File: src/rtl/pixel_stream_if.sv
// Frame-buffer read port between pixel_stream (master) and a synchronous BRAM (slave).
// Handshake: fb_re qualifies fb_addr in the same cycle; fb_rdata is valid exactly one
// cycle after fb_re was high. There is no valid/ready pair because the BRAM never stalls.
interface pixel_stream_if #(
  parameter int FB_AW = 15,
  parameter int IDX_W = 4
);
  logic             fb_re;
  logic [FB_AW-1:0] fb_addr;
  logic [IDX_W-1:0] fb_rdata;

  modport master (output fb_re, output fb_addr, input fb_rdata);
  modport slave  (input fb_re, input fb_addr, output fb_rdata);
endinterface

File: src/rtl/pixel_stream.sv
// Frame buffer (160x120, 4x4 replicated) -> 16-entry palette -> 12-bit RGB, with syncs
// delayed to match the 2-cycle pipeline. Optional colour-bar source: PIXEL_STREAM_TESTPAT_EN.
module pixel_stream #(
  parameter int FB_AW = 15,
  parameter int IDX_W = 4
) (
  input  logic        vgaclk,
  input  logic        reset,
  input  logic [9:0]  vgaX,
  input  logic [9:0]  vgaY,
  input  logic        hsync,
  input  logic        vsync,
  pixel_stream_if.master fb,
  input  logic        pal_we,
  input  logic [3:0]  pal_idx,
  input  logic [11:0] pal_data,
  input  logic        test_en,
  output logic        hsync_o,
  output logic        vsync_o,
  output logic [11:0] rgb,
  output logic        frame_start
);

  // Stage 0: region test and cell address for the coordinate presented this cycle
  logic             active0;
  logic             fetch0;
  logic             tp0;
  logic [FB_AW-1:0] xq;
  logic [FB_AW-1:0] yq;
  logic [FB_AW-1:0] addr0;
  logic [FB_AW-1:0] addr_last;

  assign active0 = (vgaX < 10'd640) && (vgaY < 10'd480);
  assign xq      = FB_AW'(vgaX[9:2]);
  assign yq      = FB_AW'(vgaY[9:2]);
  assign addr0   = (yq << 7) + (yq << 5) + xq;

`ifdef PIXEL_STREAM_TESTPAT_EN
  assign tp0 = test_en;
`else
  logic unused_test_en;
  assign tp0            = 1'b0;
  assign unused_test_en = test_en;
`endif

  // Reset gates the read strobe so the BRAM sees no request while the pipe is cleared
  assign fetch0     = reset && active0 && (vgaX[1:0] == 2'b00) && !tp0;
  assign fb.fb_re   = fetch0;
  assign fb.fb_addr = fetch0 ? addr0 : addr_last;

  // Stage 1/2 registers
  logic             re_d;
  logic             act_d;
  logic             hs_d;
  logic             vs_d;
  logic             fs_d;
  logic [IDX_W-1:0] hold;
  logic [IDX_W-1:0] idx;
  logic [11:0]      palette [16];
`ifdef PIXEL_STREAM_TESTPAT_EN
  logic             tp_d;
  logic [IDX_W-1:0] bar_d;
`endif

  always_comb begin
    idx = re_d ? fb.fb_rdata : hold;
`ifdef PIXEL_STREAM_TESTPAT_EN
    if (tp_d) idx = bar_d;
`endif
  end

  always_ff @(posedge vgaclk or negedge reset) begin
    if (!reset) begin
      addr_last   <= '0;
      re_d        <= 1'b0;
      act_d       <= 1'b0;
      hs_d        <= 1'b1;
      vs_d        <= 1'b1;
      fs_d        <= 1'b0;
      hold        <= '0;
      rgb         <= 12'h000;
      hsync_o     <= 1'b1;
      vsync_o     <= 1'b1;
      frame_start <= 1'b0;
      for (int i = 0; i < 16; i++) begin
        palette[i] <= {i[3:0], i[3:0], i[3:0]};
      end
`ifdef PIXEL_STREAM_TESTPAT_EN
      tp_d  <= 1'b0;
      bar_d <= '0;
`endif
    end else begin
      addr_last <= fb.fb_addr;
      re_d      <= fetch0;
      act_d     <= active0;
      hs_d      <= hsync;
      vs_d      <= vsync;
      fs_d      <= (vgaX == 10'd0) && (vgaY == 10'd0);
`ifdef PIXEL_STREAM_TESTPAT_EN
      tp_d  <= test_en;
      bar_d <= IDX_W'(vgaX[9:6]);
`endif
      // Columns 1..3 of a cell reuse the index fetched at column 0
      hold        <= idx;
      // Palette read and write share this edge: the read sees the old entry
      rgb         <= act_d ? palette[idx] : 12'h000;
      hsync_o     <= hs_d;
      vsync_o     <= vs_d;
      frame_start <= fs_d;
      if (pal_we) palette[pal_idx] <= pal_data;
    end
  end

endmodule
File: src/flat_wrapper.sv
// flat-port wrapper written by rule: the top's interface ports become plain ports
module pixel_stream_flat 
#(
  parameter int FB_AW = 15,
  parameter int IDX_W = 4
)
  (vgaclk, reset, vgaX, vgaY, hsync, vsync, pal_we, pal_idx, pal_data, test_en, hsync_o, vsync_o, rgb, frame_start, fb_fb_re, fb_fb_addr, fb_fb_rdata);
  pixel_stream_if #(.FB_AW(FB_AW), .IDX_W(IDX_W)) fb_i ();
  input  logic vgaclk;
  input  logic reset;
  input  logic [9:0] vgaX;
  input  logic [9:0] vgaY;
  input  logic hsync;
  input  logic vsync;
  input  logic pal_we;
  input  logic [3:0] pal_idx;
  input  logic [11:0] pal_data;
  input  logic test_en;
  output logic hsync_o;
  output logic vsync_o;
  output logic [11:0] rgb;
  output logic frame_start;
  output wire logic [$bits(fb_i.fb_re)-1:0] fb_fb_re;
  output wire logic [$bits(fb_i.fb_addr)-1:0] fb_fb_addr;
  input wire logic [$bits(fb_i.fb_rdata)-1:0] fb_fb_rdata;
  assign fb_fb_re = fb_i.fb_re;
  assign fb_fb_addr = fb_i.fb_addr;
  assign fb_i.fb_rdata = fb_fb_rdata;
  pixel_stream #(.FB_AW(FB_AW), .IDX_W(IDX_W)) u_core (.vgaclk(vgaclk), .reset(reset), .vgaX(vgaX), .vgaY(vgaY), .hsync(hsync), .vsync(vsync), .fb(fb_i), .pal_we(pal_we), .pal_idx(pal_idx), .pal_data(pal_data), .test_en(test_en), .hsync_o(hsync_o), .vsync_o(vsync_o), .rgb(rgb), .frame_start(frame_start));
endmodule
File: config.mk
export PLATFORM = sky130hd
export DESIGN_NAME = pixel_stream_flat
export DESIGN_NICKNAME = d
export VERILOG_FILES = /design/src/rtl/pixel_stream_if.sv /design/src/rtl/pixel_stream.sv /design/src/flat_wrapper.sv
export SDC_FILE = /design/constraint.sdc
export NUM_CORES = 1
export LEC_CHECK = 0
export CORE_MARGIN = 3
export CORE_UTILIZATION = 55
export DETAILED_ROUTE_END_ITERATION = 7
export GPL_TIMING_DRIVEN = 0
export PLACE_DENSITY = 0.75
export SYNTH_ARGS = -nofsm -noshare
export SYNTH_HDL_FRONTEND = slang
export SYNTH_SLANG_ARGS = --single-unit
File: constraint.sdc
create_clock -name vgaclk -period 4.4 [get_ports vgaclk]
set_input_delay 0.88 -clock vgaclk [delete_from_list [all_inputs] [get_ports vgaclk]]
set_output_delay 0.88 -clock vgaclk [all_outputs]
set_load 0.02 [all_outputs]
==> results.sh, run 1 <==
export IMPL_antenna_cells=0
export IMPL_first_pass_iters=5
export IMPL_synth_area_leaders="dfrtp_1, dfstp_2, mux2_2"
export IMPL_multi_input_area_um2=4501
export IMPL_whs_ps=255.8
export IMPL_antenna_left=0
export IMPL_io_buffers=75
export IMPL_yosysWarningCount=0
export IMPL_synth_edf_count=0
export IMPL_power_mw=6.612
export IMPL_grt_pass1_vias=6952
export IMPL_nNetsFinal=973
export IMPL_synth_seq_cells=231
export IMPL_crit_start="vgaY[3]"
export IMPL_synth_net_count=869
export IMPL_hp_class="input port to async pin"
export IMPL_gr_usage_met1_pct=32.46
export IMPL_grt_usage_pct=22.54
export IMPL_cts_path_max_buffers=3
export IMPL_synth_area_per_cell_um2=13.17
export IMPL_die_w_um=145.0
export IMPL_dp_hpwl_um=16850
export IMPL_drive_gt1_share_pct=33.73
export IMPL_crit_path_max_fanout=3
export IMPL_arrival_ps=3460
export IMPL_synth_top_area_cell="dfrtp_1"
export IMPL_skew_ps=10.53
export IMPL_avgRoutedWirePerCell_um=19.91
export IMPL_drc=0
export IMPL_wl_um=23660
export IMPL_end_kind="primary output"
export IMPL_cts_tree="done"
export IMPL_setup_viol=0
export IMPL_synth_commonest_cells="dfrtp_1, mux2_2, dfstp_2"
export IMPL_timing_rr_start="u_core.re_d"
export IMPL_grt_overflow=0
export IMPL_cp_start_kind="input port"
export IMPL_die_height_um=145.0
export IMPL_async_flop_share_pct=100.0
export IMPL_start_util_pct=56.39
export IMPL_slew_limit_headroom_pct=43.39
export IMPL_synth_cells=806
export IMPL_fin_util_pct=66.94
export IMPL_grt_pass1_wl_um=38300
export IMPL_antenna_found_initial=0
export IMPL_outcome="finished clean"
export IMPL_clkSinkCount=231
export IMPL_core_um2=18830
export IMPL_syn_area_um2=10620
export IMPL_root_buffer="clkbuf_16"
export IMPL_synth_most_common_cell="dfrtp_1"
export IMPL_htree_levels=1
export IMPL_post_place_ws_ps=-578.0
export IMPL_powerDensity_nw_per_um2=524.5
export IMPL_die_area_um2=21010
export IMPL_io_pins=77
export IMPL_tightest_slew_ps=849.2
export IMPL_num_vias=6757
export IMPL_timing_fmax_mhz=230.5
export IMPL_gr_max_usage_layer="met2"
export IMPL_drt_iter0_markers=369
export IMPL_ys_types=44
export IMPL_area_delta_synth_final_pct=18.70
export IMPL_crit_path_end="fb_fb_addr[12]"
export IMPL_leakage_nw=5.240
export IMPL_seq_area_frac_synth_pct=55.61
export IMPL_min_period_ps=4339
export IMPL_drv_cap=0
export IMPL_maxSlewViolCount=0
export IMPL_met2_usage_pct=35.80
export IMPL_hold_viol=0
export IMPL_rr_worst_depth=7
export IMPL_yosysTopAreaCellShare_pct=30.87
export IMPL_ff_latch_area_um2=5906
export IMPL_viasPerCell=5.688
export IMPL_synth_main_ff_cell="dfrtp_1"
export IMPL_num_rows=50
export IMPL_peakVddDrop_mv=0.3333
export IMPL_grt_use_met3_pct=3.560
export IMPL_fin_crit_sh_pct=98.60
export IMPL_clock_latency_ps=510
export IMPL_grt_max_degree=100
export IMPL_worstSetupPathType="input port to primary output"
export IMPL_nFillCells=1366
export IMPL_cp_required_ps=3520
export IMPL_gp_congestion=0.8453
export IMPL_clkTransAtPathRegs_ps=60
export IMPL_cts_setup_buffers=0
export IMPL_cts_buffers=25
export IMPL_fin_ws_ps=61.47
export IMPL_r2r_end="u_core.rgb[9]"
export IMPL_r2r_slack_ps=1800
final cells by class:
| cell class | count | share of cell area (%) |
|---|---|---|
| clock buffers | 39 | 6.095 |
| clock inverters | 6 | 0.2680 |
| multi-input cells | 512 | 35.71 |
| plain buffers | 52 | 1.767 |
| flip-flops and latches | 231 | 46.85 |
| inverters | 11 | 0.3474 |
| well taps | 260 | 2.581 |
| repair buffers | 77 | 6.383 |
logic make-up after synthesis:
| logic type | after synthesis | share of synthesized area [%] |
|---|---|---|
| AOI/OAI and AO/OA | 63 | 3.676 |
| DFF | 231 | 55.61 |
| and+or+nand+nor | 192 | 8.012 |
| muxes | 234 | 27.56 |
| buffers and inverters | 63 | 2.498 |
| adders and majority gates | 17 | 2.144 |
| xor gates and xnor gates | 6 | 0.4949 |
power breakdown:
| part | leakage [nW] | internal (mW) | switching [mW] |
|---|---|---|---|
| Combinational | 2.16 | 0.796 | 0.811 |
| Sequential | 2.68 | 2.77 | 0.227 |
| Clock | 0.403 | 1.19 | 0.815 |
| Total | 5.24 | 4.76 | 1.85 |
per-layer routing:
layer	vias up	part of all wire, %
met2	143	46
met5	-	0
li1	3080	-
met3	43	4.2
met4	0	2.9
met1	3491	47
how the worst min path moves through the flow:
stage,start,endpoint,slack [ps],cells past startpoint
2_1_floorplan,u_core.fs_d,u_core.frame_start,330,0
3_3_place_gp,u_core.fs_d,u_core.frame_start,330,0
3_5_place_dp,u_core.fs_d,u_core.frame_start,330,0
4_1_cts,reset,u_core.palette[132],260,1
5_1_grt,reset,u_core.palette[132],270,1
6_report,reset,u_core.palette[132],260,1
critical path, cell delays in order:
cell	delay (ps)
clkdlybuf4s50_1	530
ha_1	260
ha_2	220
fa_2	400
a211oi_2	280
o21bai_2	110
a21oi_2	210
xnor2_1	120
mux2_4	290
buf_4	160
state kept, by name, summed over array words and instances (netlist names):
name	cells
u_core.fs_d	1
u_core.rgb	12
u_core.addr_last	15
u_core.hs_d	1
u_core.palette	192
u_core.vs_d	1
u_core.hsync_o	1
u_core.hold	4
u_core.vsync_o	1
u_core.frame_start	1
u_core.act_d	1
u_core.re_d	1
per-stage QoR:
stage,instances,setup TNS (ps),instance area (µm²)
floorplan,806,0,10620
global placement,1141,-1632190,11700
detailed placement,1143,-2479,11760
CTS,1188,-37.29,12580
global route,1188,-97.81,12600
finish,1188,0,12600
cell usage in the layout (no fill, tap or decap), types with 13 or more instances in the layout:
master           count
dfrtp_1            131
mux2_2             119
dfstp_2            100
nand2_1             95
mux2_1              87
clkdlybuf4s50_1     65
nand3_1             58
clkbuf_1            43
mux4_2              25
clkbuf_16           25
a21oi_1             17
nor2_1              17
o21ai_1             13
ha_1                13
timing repair:
action / in CTS / in global routing
endpoints found under the setup margin: 10 / 9
pin swaps: 6 / 6
resized for setup: 23 / 13
hold buffers: 0 / 0
cloned: 0 / 0
(Power assumes the default switching activity.)
==> run 2, diff against run 1 <==
--- a/config.mk
+++ b/config.mk
@@ -10,6 +10,7 @@
 export DETAILED_ROUTE_END_ITERATION = 7
 export GPL_TIMING_DRIVEN = 0
 export PLACE_DENSITY = 0.75
+export SETUP_SLACK_MARGIN = 0.1
 export SYNTH_ARGS = -nofsm -noshare
 export SYNTH_HDL_FRONTEND = slang
 export SYNTH_SLANG_ARGS = --single-unit
==> run 2 against run 1 <==
Clock skew rose by 0.83 ps. Combinational power barely moved. Cell count did not move. Worst setup slack improved by 85 ps. Sequential power barely moved. Critical path depth did not move. Worst hold slack barely moved. Cell area barely moved. Via count barely moved. Global-route usage did not move.
==> results.sh, run 2 (same netlist as run 1, synthesis figures left out) <==
export IMPL_outcome="finished clean"
export IMPL_drive_gt1_share_pct=33.73
export IMPL_met1_length_um=11030
export IMPL_die_w_um=145.0
export IMPL_drc=0
export IMPL_highest_layer="met4"
export IMPL_grt_overflow=0
export IMPL_final_common_cell="dfrtp_1"
export IMPL_num_vias=6755
export IMPL_combPwrFrac_pct=24.3
export IMPL_cts_buffers=25
export IMPL_final_cell_mix="dfrtp_1, mux2_2, dfstp_2, nand2_1, mux2_1"
export IMPL_worst_path_buf_inv=2
export IMPL_r2r_end="u_core.rgb[9]"
export IMPL_grt_setup_unrepaired="false"
export IMPL_die_height_um=145.0
export IMPL_wl_met3_um=996
export IMPL_hp_class="input port to async pin"
export IMPL_root_buffer="clkbuf_16"
export IMPL_fin_crit_sh_pct=96.67
export IMPL_antenna_cells=0
export IMPL_arrival_ps=3370
export IMPL_net_switching_power_mw=1.854
export IMPL_grt_pass1_wl_um=38320
export IMPL_num_rows=50
export IMPL_clkTransAtPathRegs_ps=60
export IMPL_cts_tree="done"
export IMPL_top_register="u_core.palette"
export IMPL_cp_required_ps=3520
export IMPL_slowest_stage="clkdlybuf4s50_1"
export IMPL_first_pass_iters=5
export IMPL_viasPerCell=5.686
export IMPL_io_buffers=75
export IMPL_die_area_um2=21010
export IMPL_end_kind="primary output"
export IMPL_antenna_left=0
export IMPL_crit_start="vgaX[8]"
export IMPL_power_mw=6.611
export IMPL_timing_fmax_mhz=235.1
export IMPL_cp_depth=10
export IMPL_grt_pass1_vias=6953
export IMPL_core_um2=18830
export IMPL_setup_viol=0
export IMPL_area_delta_synth_final_pct=18.66
export IMPL_cts_path_max_buffers=3
export IMPL_largest_reg_flops=192
export IMPL_leakage_nw=5.235
export IMPL_stdcell_count=1188
export IMPL_timing_rr_start="u_core.re_d"
export IMPL_clock_latency_ps=510
export IMPL_fin_util_pct=66.92
export IMPL_peakVddDrop_mv=0.3319
export IMPL_p_sw_share_pct=28.05
export IMPL_rr_worst_depth=7
export IMPL_grt_max_degree=100
export IMPL_internal_power_mw=4.756
export IMPL_clkSinkCount=231
export IMPL_seqPwrFrac_pct=45.3
export IMPL_wl_um=23620
export IMPL_avgRoutedWirePerCell_um=19.88
export IMPL_powerDensity_nw_per_um2=524.6
export IMPL_worstSetupPathType="input port to primary output"
export IMPL_tightest_slew_ps=846.8
export IMPL_met2_length_um=10900
export IMPL_crit_path_end="fb_fb_addr[12]"
export IMPL_antenna_found_initial=0
export IMPL_maxSlewViolCount=0
export IMPL_gp_congestion=0.8453
export IMPL_start_util_pct=56.39
export IMPL_hold_viol=0
export IMPL_io_pins=77
export IMPL_critPathTopFamily="adder cells"
export IMPL_dpl_cell_count=1143
export IMPL_largestRegisters="u_core.palette: 192 flops, u_core.addr_last: 15 flops, u_core.rgb: 12 flops"
export IMPL_nNetsFinal=973
export IMPL_min_period_ps=4253
export IMPL_nFillCells=1368
export IMPL_dp_hpwl_um=16850
export IMPL_r2r_slack_ps=1810
export IMPL_grt_usage_pct=22.54
export IMPL_power_frac_clock_pct=30.4
export IMPL_crit_path_max_fanout=3
export IMPL_htree_levels=1
export IMPL_timing_critical_path_slowest_cell_delay_ps=500
export IMPL_skew_ps=11.37
export IMPL_slew_limit_headroom_pct=43.55
export IMPL_cp_start_kind="input port"
export IMPL_ctsHoldBuffers=0
export IMPL_crit_chain="clkdlybuf4s50_1 -> ha_1 -> ha_2 -> fa_2 -> a211oi_2 -> o21bai_2 -> a21oi_2 -> xnor2_1 -> mux2_4 -> buf_4"
export IMPL_drt_iter0_markers=357
export IMPL_drv_cap=0
[run 2: worst min-delay path by stage]
stage	from	to	slack, ps
6_report	reset	u_core.palette[132]	260
5_1_grt	reset	u_core.palette[132]	270
3_5_place_dp	u_core.fs_d	u_core.frame_start	330
3_3_place_gp	u_core.fs_d	u_core.frame_start	330
2_1_floorplan	u_core.fs_d	u_core.frame_start	330
4_1_cts	reset	u_core.palette[132]	260
[run 2: power by group through the flow]
stage,Sequential (mW),Clock (mW),Combinational (mW)
after floorplan,2.98,0,1.06
after global placement,3.01,0,1.57
after detailed placement,3.02,0,1.62
after CTS,2.99,2.05,1.62
after global routing,3.05,2.14,1.76
final,2.99,2.01,1.60
[run 2: repair_timing]
| item | CTS | global route |
|---|---|---|
| endpoints found under the setup margin | 10 | 9 |
| gates resized for setup | 30 | 8 |
| buffers inserted | 0 | 0 |
| gates cloned | 0 | 0 |
| pin swaps | 8 | 7 |
[run 2: per-stage QoR]
stage           TNS, ps  hold WS [ps]  setup slack (ps)  cell area (µm²)
2_1_floorplan         0         331.2             631.9            10620
3_3_place_gp   -1632190         333.2             -9517            11700
3_5_place_dp      -2479         334.7            -578.0            11760
4_1_cts               0         257.0             103.9            12590
5_1_grt               0         269.4             31.25            12600
6_report              0         255.5             146.6            12600
[run 2: area by class of cell]
class                   count  area (µm²)  share of cell area (%)
well taps                 260       325.3                   2.582
flip-flops and latches    231        5906                   46.87
multi-input cells         512        4501                   35.72
clock inverters             6       33.78                  0.2681
repair buffers             77       798.3                   6.335
plain buffers              52       225.2                   1.787
clock buffers              39       768.2                   6.097
inverters                  11       43.79                  0.3475
[run 2: metal layers]
| layer | vias up | GRT usage [%] |
|---|---|---|
| met5 | - | 0 |
| met3 | 43 | 3.560 |
| met1 | 3490 | 32.46 |
| met2 | 139 | 35.80 |
| met4 | 0 | 6.793 |
| li1 | 3083 | - |
==> run 3, diff against run 2 <==
--- a/config.mk
+++ b/config.mk
@@ -7,6 +7,7 @@
 export LEC_CHECK = 0
 export CORE_MARGIN = 3
 export CORE_UTILIZATION = 55
+export CTS_CLUSTER_DIAMETER = 100
 export DETAILED_ROUTE_END_ITERATION = 7
 export GPL_TIMING_DRIVEN = 0
 export PLACE_DENSITY = 0.75
==> results of run 3 <==
The final DEF is identical to that of run 2; final timing and power are the same.
